## src/rtl/wfg_wb_master_if.sv

```systemverilog
// Command/response stream plus Wishbone master bus bundle.
// master: the bridge side; slave: the command source, response sink and Wishbone slave side.
interface wfg_wb_master_if #(
  parameter int BUSW = 32
);
  logic            cmd_tvalid;
  logic            cmd_tready;
  logic            cmd_we;
  logic [BUSW-1:0] cmd_addr;
  logic [BUSW-1:0] cmd_data;

  logic            rsp_tvalid;
  logic            rsp_tready;
  logic [BUSW-1:0] rsp_data;
  logic            rsp_err;

  logic            wbm_cyc_o;
  logic            wbm_stb_o;
  logic            wbm_we_o;
  logic [3:0]      wbm_sel_o;
  logic [BUSW-1:0] wbm_adr_o;
  logic [BUSW-1:0] wbm_dat_o;
  logic            wbm_ack_i;
  logic [BUSW-1:0] wbm_dat_i;

  modport master (
    input  cmd_tvalid, cmd_we, cmd_addr, cmd_data,
    output cmd_tready,
    output rsp_tvalid, rsp_data, rsp_err,
    input  rsp_tready,
    output wbm_cyc_o, wbm_stb_o, wbm_we_o,
    output wbm_sel_o, wbm_adr_o, wbm_dat_o,
    input  wbm_ack_i, wbm_dat_i
  );

  modport slave (
    output cmd_tvalid, cmd_we, cmd_addr, cmd_data,
    input  cmd_tready,
    input  rsp_tvalid, rsp_data, rsp_err,
    output rsp_tready,
    input  wbm_cyc_o, wbm_stb_o, wbm_we_o,
    input  wbm_sel_o, wbm_adr_o, wbm_dat_o,
    output wbm_ack_i, wbm_dat_i
  );
endinterface

```

## src/rtl/wfg_wb_master.sv

```systemverilog
// Command-stream to Wishbone master bridge, one transaction at a time.
// Ports: wb_clk_i, wb_rst_n_i (async, active-low), bus (wfg_wb_master_if.master).
module wfg_wb_master #(
  parameter int BUSW    = 32,
  parameter int TIMEOUT = 255
) (
  input  logic            wb_clk_i,
  input  logic            wb_rst_n_i,
  wfg_wb_master_if.master bus
);

  typedef enum logic [1:0] {
    IDLE = 2'd0,
    BUS  = 2'd1,
    RESP = 2'd2
  } state_t;

  // Last wait-count value before the strobe is abandoned.
  localparam logic [15:0] CNT_LAST = 16'(TIMEOUT - 1);

  state_t          state_q;
  logic [15:0]     cnt_q;
  logic            cmd_tready_q;
  logic            rsp_tvalid_q;
  logic [BUSW-1:0] rsp_data_q;
  logic            rsp_err_q;
  logic            cyc_q;
  logic            we_q;
  logic [BUSW-1:0] adr_q;
  logic [BUSW-1:0] dat_q;

  always_ff @(posedge wb_clk_i or negedge wb_rst_n_i) begin
    if (!wb_rst_n_i) begin
      state_q      <= IDLE;
      cnt_q        <= '0;
      cmd_tready_q <= 1'b1;
      rsp_tvalid_q <= 1'b0;
      rsp_data_q   <= '0;
      rsp_err_q    <= 1'b0;
      cyc_q        <= 1'b0;
      we_q         <= 1'b0;
      adr_q        <= '0;
      dat_q        <= '0;
    end else begin
      unique case (state_q)
        IDLE: begin
          if (bus.cmd_tvalid) begin
            state_q      <= BUS;
            cnt_q        <= '0;
            cmd_tready_q <= 1'b0;
            cyc_q        <= 1'b1;
            we_q         <= bus.cmd_we;
            adr_q        <= bus.cmd_addr;
            dat_q        <= bus.cmd_we ? bus.cmd_data : '0;
          end
        end
        BUS: begin
          // Ack is checked first so it wins over a same-cycle timeout.
          if (bus.wbm_ack_i) begin
            state_q      <= RESP;
            cyc_q        <= 1'b0;
            we_q         <= 1'b0;
            rsp_tvalid_q <= 1'b1;
            rsp_data_q   <= we_q ? '0 : bus.wbm_dat_i;
            rsp_err_q    <= 1'b0;
          end else if (cnt_q == CNT_LAST) begin
            state_q      <= RESP;
            cyc_q        <= 1'b0;
            we_q         <= 1'b0;
            rsp_tvalid_q <= 1'b1;
            rsp_data_q   <= '0;
            rsp_err_q    <= 1'b1;
          end else begin
            cnt_q <= cnt_q + 16'd1;
          end
        end
        RESP: begin
          if (bus.rsp_tready) begin
            state_q      <= IDLE;
            rsp_tvalid_q <= 1'b0;
            cmd_tready_q <= 1'b1;
          end
        end
        default: begin
          state_q      <= IDLE;
          cmd_tready_q <= 1'b1;
          rsp_tvalid_q <= 1'b0;
          cyc_q        <= 1'b0;
          we_q         <= 1'b0;
        end
      endcase
    end
  end

  assign bus.cmd_tready = cmd_tready_q;
  assign bus.rsp_tvalid = rsp_tvalid_q;
  assign bus.rsp_data   = rsp_data_q;
  assign bus.rsp_err    = rsp_err_q;
  assign bus.wbm_cyc_o  = cyc_q;
  assign bus.wbm_stb_o  = cyc_q;
  assign bus.wbm_we_o   = we_q;
  assign bus.wbm_sel_o  = 4'b1111;
  assign bus.wbm_adr_o  = adr_q;
  assign bus.wbm_dat_o  = dat_q;

endmodule
```

## src/flat_wrapper.sv

```systemverilog
// flat-port wrapper written by rule: the top's interface ports become plain ports
module wfg_wb_master_flat 
#(
  parameter int BUSW    = 32,
  parameter int TIMEOUT = 255
)
  (wb_clk_i, wb_rst_n_i, bus_cmd_tvalid, bus_cmd_we, bus_cmd_addr, bus_cmd_data, bus_cmd_tready, bus_rsp_tvalid, bus_rsp_data, bus_rsp_err, bus_rsp_tready, bus_wbm_cyc_o, bus_wbm_stb_o, bus_wbm_we_o, bus_wbm_sel_o, bus_wbm_adr_o, bus_wbm_dat_o, bus_wbm_ack_i, bus_wbm_dat_i);
  wfg_wb_master_if #(.BUSW(BUSW)) bus_i ();
  input  logic wb_clk_i;
  input  logic wb_rst_n_i;
  input wire logic [$bits(bus_i.cmd_tvalid)-1:0] bus_cmd_tvalid;
  input wire logic [$bits(bus_i.cmd_we)-1:0] bus_cmd_we;
  input wire logic [$bits(bus_i.cmd_addr)-1:0] bus_cmd_addr;
  input wire logic [$bits(bus_i.cmd_data)-1:0] bus_cmd_data;
  output wire logic [$bits(bus_i.cmd_tready)-1:0] bus_cmd_tready;
  output wire logic [$bits(bus_i.rsp_tvalid)-1:0] bus_rsp_tvalid;
  output wire logic [$bits(bus_i.rsp_data)-1:0] bus_rsp_data;
  output wire logic [$bits(bus_i.rsp_err)-1:0] bus_rsp_err;
  input wire logic [$bits(bus_i.rsp_tready)-1:0] bus_rsp_tready;
  output wire logic [$bits(bus_i.wbm_cyc_o)-1:0] bus_wbm_cyc_o;
  output wire logic [$bits(bus_i.wbm_stb_o)-1:0] bus_wbm_stb_o;
  output wire logic [$bits(bus_i.wbm_we_o)-1:0] bus_wbm_we_o;
  output wire logic [$bits(bus_i.wbm_sel_o)-1:0] bus_wbm_sel_o;
  output wire logic [$bits(bus_i.wbm_adr_o)-1:0] bus_wbm_adr_o;
  output wire logic [$bits(bus_i.wbm_dat_o)-1:0] bus_wbm_dat_o;
  input wire logic [$bits(bus_i.wbm_ack_i)-1:0] bus_wbm_ack_i;
  input wire logic [$bits(bus_i.wbm_dat_i)-1:0] bus_wbm_dat_i;
  assign bus_i.cmd_tvalid = bus_cmd_tvalid;
  assign bus_i.cmd_we = bus_cmd_we;
  assign bus_i.cmd_addr = bus_cmd_addr;
  assign bus_i.cmd_data = bus_cmd_data;
  assign bus_cmd_tready = bus_i.cmd_tready;
  assign bus_rsp_tvalid = bus_i.rsp_tvalid;
  assign bus_rsp_data = bus_i.rsp_data;
  assign bus_rsp_err = bus_i.rsp_err;
  assign bus_i.rsp_tready = bus_rsp_tready;
  assign bus_wbm_cyc_o = bus_i.wbm_cyc_o;
  assign bus_wbm_stb_o = bus_i.wbm_stb_o;
  assign bus_wbm_we_o = bus_i.wbm_we_o;
  assign bus_wbm_sel_o = bus_i.wbm_sel_o;
  assign bus_wbm_adr_o = bus_i.wbm_adr_o;
  assign bus_wbm_dat_o = bus_i.wbm_dat_o;
  assign bus_i.wbm_ack_i = bus_wbm_ack_i;
  assign bus_i.wbm_dat_i = bus_wbm_dat_i;
  wfg_wb_master #(.BUSW(BUSW), .TIMEOUT(TIMEOUT)) u_core (.wb_clk_i(wb_clk_i), .wb_rst_n_i(wb_rst_n_i), .bus(bus_i));
endmodule
```

## config.mk

```make
export PLATFORM = sky130hd
export DESIGN_NAME = wfg_wb_master_flat
export DESIGN_NICKNAME = d
export VERILOG_FILES = /design/src/rtl/wfg_wb_master_if.sv /design/src/rtl/wfg_wb_master.sv /design/src/flat_wrapper.sv
export SDC_FILE = /design/constraint.sdc
export NUM_CORES = 1
export LEC_CHECK = 0
export ABC_CLOCK_PERIOD_IN_PS = 2500
export CORE_UTILIZATION = 43
export DETAILED_ROUTE_END_ITERATION = 8
export PLACE_DENSITY = 0.88
export REMOVE_ABC_BUFFERS = 1
export SLEW_MARGIN = 0
export SYNTH_ARGS = -nofsm -noshare
export SYNTH_HDL_FRONTEND = slang
export SYNTH_SLANG_ARGS = --single-unit
export TNS_END_PERCENT = 50
```

## constraint.sdc

```tcl
create_clock -name wb_clk_i -period 2.5 [get_ports wb_clk_i]
set_input_delay 0.5 -clock wb_clk_i [delete_from_list [all_inputs] [get_ports wb_clk_i]]
set_output_delay 0.5 -clock wb_clk_i [all_outputs]
set_load 0.1 [all_outputs]
```

==> results of run 1 <==
## metrics by stage
| stage | cell area [um2] | setup TNS, ns | util (%) |
|---|---|---|---|
| 2_1_floorplan | 4788 | -13.28 | - |
| 5_1_grt | 7461 | 0 | 67.64 |
| 3_5_place_dp | 6850 | 0 | 62.10 |
| 6_report | 7461 | 0 | 67.64 |
| 4_1_cts | 7453 | 0 | 67.57 |
| 3_3_place_gp | 6850 | 0 | 62.10 |
## repair_timing
action                                 in CTS  in global routing
setup buffers                               0                  1
endpoints found under the hold margin       0                  0
setup endpoints to repair                   0                 36
## state kept, by name, summed over array words and instances, names as in the netlist
| signal | count |
|---|---|
| u_core.bus.rsp_tvalid | 1 |
| u_core.bus.cmd_tready | 1 |
| u_core.bus.rsp_err | 1 |
| u_core.bus.wbm_cyc_o | 1 |
| u_core.bus.rsp_data | 32 |
| u_core.bus.wbm_dat_o | 32 |
| u_core.bus.wbm_adr_o | 32 |
| u_core.state_q | 2 |
| u_core.bus.wbm_we_o | 1 |
| u_core.cnt_q | 16 |
## cells by family (layout without fill, tap and decap cells)
family | after synthesis | count (layout) | share of synthesized area [%]
and+or+nand+nor | 220 | 220 | 19.00
DFF | 119 | 119 | 59.99
AOI/OAI and AO/OA | 105 | 105 | 15.60
buffers and inverters | 45 | 256 | 4.409
adders and majority gates | 2 | 2 | 0.5038
muxes | 2 | 2 | 0.4283
other | 1 | 4 | 0.07551
## cell usage in the layout (no fill, tap or decap), drive strengths merged, types with 2 or more instances in the layout
cell           instances
a221o                  5
clkbuf                21
o21ai                 37
and4                   5
o41ai                  3
nand2                172
nor2                   9
clkinvlp               4
bufinv                 2
clkinv                 5
a22o                  32
ha                     2
nand2b                 2
conb                   4
nor4                   4
inv                    8
a21oi                  6
clkdlybuf4s50        100
dfrtp                118
nand4                  3
a31oi                  9
buf                  116
nand3                  6
nor3                  11
or3                    2
## how the worst max path moves through the flow
stage / startpoint / end / slack [ns] / depth (start not counted)
after floorplan: u_core.bus.wbm_we_o / u_core.bus.rsp_data[0] / -0.41 / 2
after global placement: u_core.cnt_q[1] / u_core.bus.rsp_data[0] / 0.11 / 5
after detailed placement: u_core.cnt_q[1] / u_core.bus.rsp_data[30] / 0.05 / 5
after CTS: u_core.cnt_q[1] / u_core.bus.rsp_data[30] / 0.05 / 5
after global routing: u_core.cnt_q[4] / u_core.cnt_q[4] / 0.06 / 5
final: u_core.cnt_q[1] / u_core.cnt_q[7] / 0.16 / 6
## critical path, cell delays in order (launching register included)
cell	delay [ns]
dfrtp_1	0.42
ha_1	0.18
or4b_4	0.50
o41a_1	0.48
a21oi_4	0.32
inv_2	0.14
a31oi_1	0.21
## routing by layer
| layer | wire, um | vias up | track usage [%] |
|---|---|---|---|
| met5 | 0 | - | 0 |
| met4 | 336 | 0 | 10.76 |
| met3 | 1076 | 31 | 7.587 |
| met2 | 6288 | 212 | 36.66 |
| met1 | 5278 | 2090 | 26.67 |
| li1 | - | 2099 | - |
## Yosys cell counts (2+ instances only)
| master | number | area share (%) |
|---|---|---|
| buf_6 | 4 | 0.91 |
| o21ai_0 | 37 | 3.7 |
| a22o_1 | 32 | 5.6 |
| nand3_1 | 6 | 0.60 |
| inv_1 | 7 | 0.53 |
| and4_1 | 5 | 0.88 |
| or3_1 | 2 | 0.25 |
| nand4_1 | 3 | 0.38 |
| nor4_1 | 4 | 0.50 |
| nand2_1 | 171 | 13 |
| dfrtp_1 | 118 | 59 |
| nor2_2 | 2 | 0.25 |
| nor3_1 | 11 | 1.1 |
| a221o_1 | 4 | 0.81 |
| a21oi_1 | 5 | 0.50 |
| nand2b_1 | 2 | 0.25 |
| a31oi_1 | 9 | 1.1 |
| nor2_1 | 7 | 0.53 |
| o41ai_1 | 2 | 0.35 |
| clkbuf_1 | 27 | 2.0 |
| ha_1 | 2 | 0.50 |
| buf_4 | 5 | 0.76 |
## cell type report
cell class                 instances  area, um2
clock buffer                      21      480.5
clock inverter                    11      122.6
fill                             865       3570
inverter                           8      30.03
multi-input combinational        333       1789
sequential                       119       2979
tap                              140      175.2
timing repair buffer             216       1884
==> results_dict.tcl, run 1 <==
set metrics [dict create \
    cp.arrival_ns 2.66 \
    synth.distinct_cells 51 \
    dr.pass1.iters 5 \
    worstSetupPathType "reg2reg" \
    grt_pass1_wl_mm 20.46 \
    portBuffers 203 \
    drc 0 \
    reg2reg_depth 6 \
    setup_ws_ns 0.1598 \
    startpoint_type "flop" \
    fin_nets 799 \
    grt_pass1_vias 4366 \
    ys.warnings.count 0 \
    vias_per_cell 5.226 \
    h-tree-depth 4 \
    status "finished, final reports clean" \
    max_freq_mhz 427.3 \
    clkTransAtPathRegs_ns 0.05 \
    report.final.slew_viol_count 0 \
    tightestPinTransition_ns 0.7066 \
    hold_slack_ns 0.1350 \
    worst_clock_skew_ns 0.01391 \
    antenna_found_initial 0 \
    max-cap-violations 0 \
    fp.coreArea_um2 11030 \
    drive_gt1_share_pct 22.74 \
    cts_hold_buf 0 \
    end_kind "flop" \
    hold_viol 0 \
    place.gp.congestion 0.8867 \
    rsz0062_at_grt "no" \
    async_flop_share_pct 100.0 \
    dp_worst_setup_slack_ns 0.05146 \
    drtAntennaViolNets 0 \
    synth_seq_area_share_pct 59.99 \
    die_x_um 109.5 \
    fin_cells 848 \
    synthFlopType "dfrtp_1" \
    cts_tree "done" \
    area_growth_pct 50.24 \
    first_iter_violations 225 \
    clock_path_buffers 2 \
    drt_wl_total_mm 12.98 \
    crit_required_ns 2.82 \
    avgSynthCellArea_um2 10.05 \
    die_h_um 109.5 \
    grt_max_degree 120 \
    place_inst 815 \
    ys_ff_latch 119 \
    start_util_pct 45.02 \
    hold_class "in2async" \
    boundaryPins 208 \
    r2r_setup_slack_ns 0.16 \
    worst_r2r_endpoint "u_core.cnt_q[7]" \
    routedWlPerCell_um 15.31 \
    grt_usage_pct 22.46 \
    r2r_start "u_core.cnt_q[1]" \
    root_buffer "clkbuf_16" \
    synth-edff-count 0 \
    setup_viol 0 \
    finalCritPeriodShare_pct 93.61 \
    cts_buffers 17 \
    cts_num_sinks 119 \
    cts_resized 0 \
    dieArea_um2 11980 \
    relSlewSlack_pct 52.84 \
    dp_hpwl_mm 8.960 \
    dr_total_vias 4432 \
    syn-cell-area_um2 4966 \
    diodes 0 \
    crit_fanout 8 \
    gr-total-overflow 0 \
    row_count 38 \
    insertion_delay_ns 0.41 \
    syn_inst 494 \
    post-route-min-period_ns 2.340 \
]
Power of run 1 is not shown: default switching activity piles up to over one toggle a cycle in this logic, so the estimate is an artifact.
==> inputs of run 2 (changes only) <==
Settings changed: ABC_CLOCK_PERIOD_IN_PS 2500 to default.
==> results of run 2 <==
No change in the layout: final DEF, timing and power equal those of run 1.
Power of run 2 is left out for the same reason.
==> inputs of run 3 (changes only) <==
Settings changed: CAP_MARGIN from default to 5.
==> results of run 3 <==
No change in the layout: final DEF, timing and power equal those of run 1.
Power of run 3 is left out for the same reason.
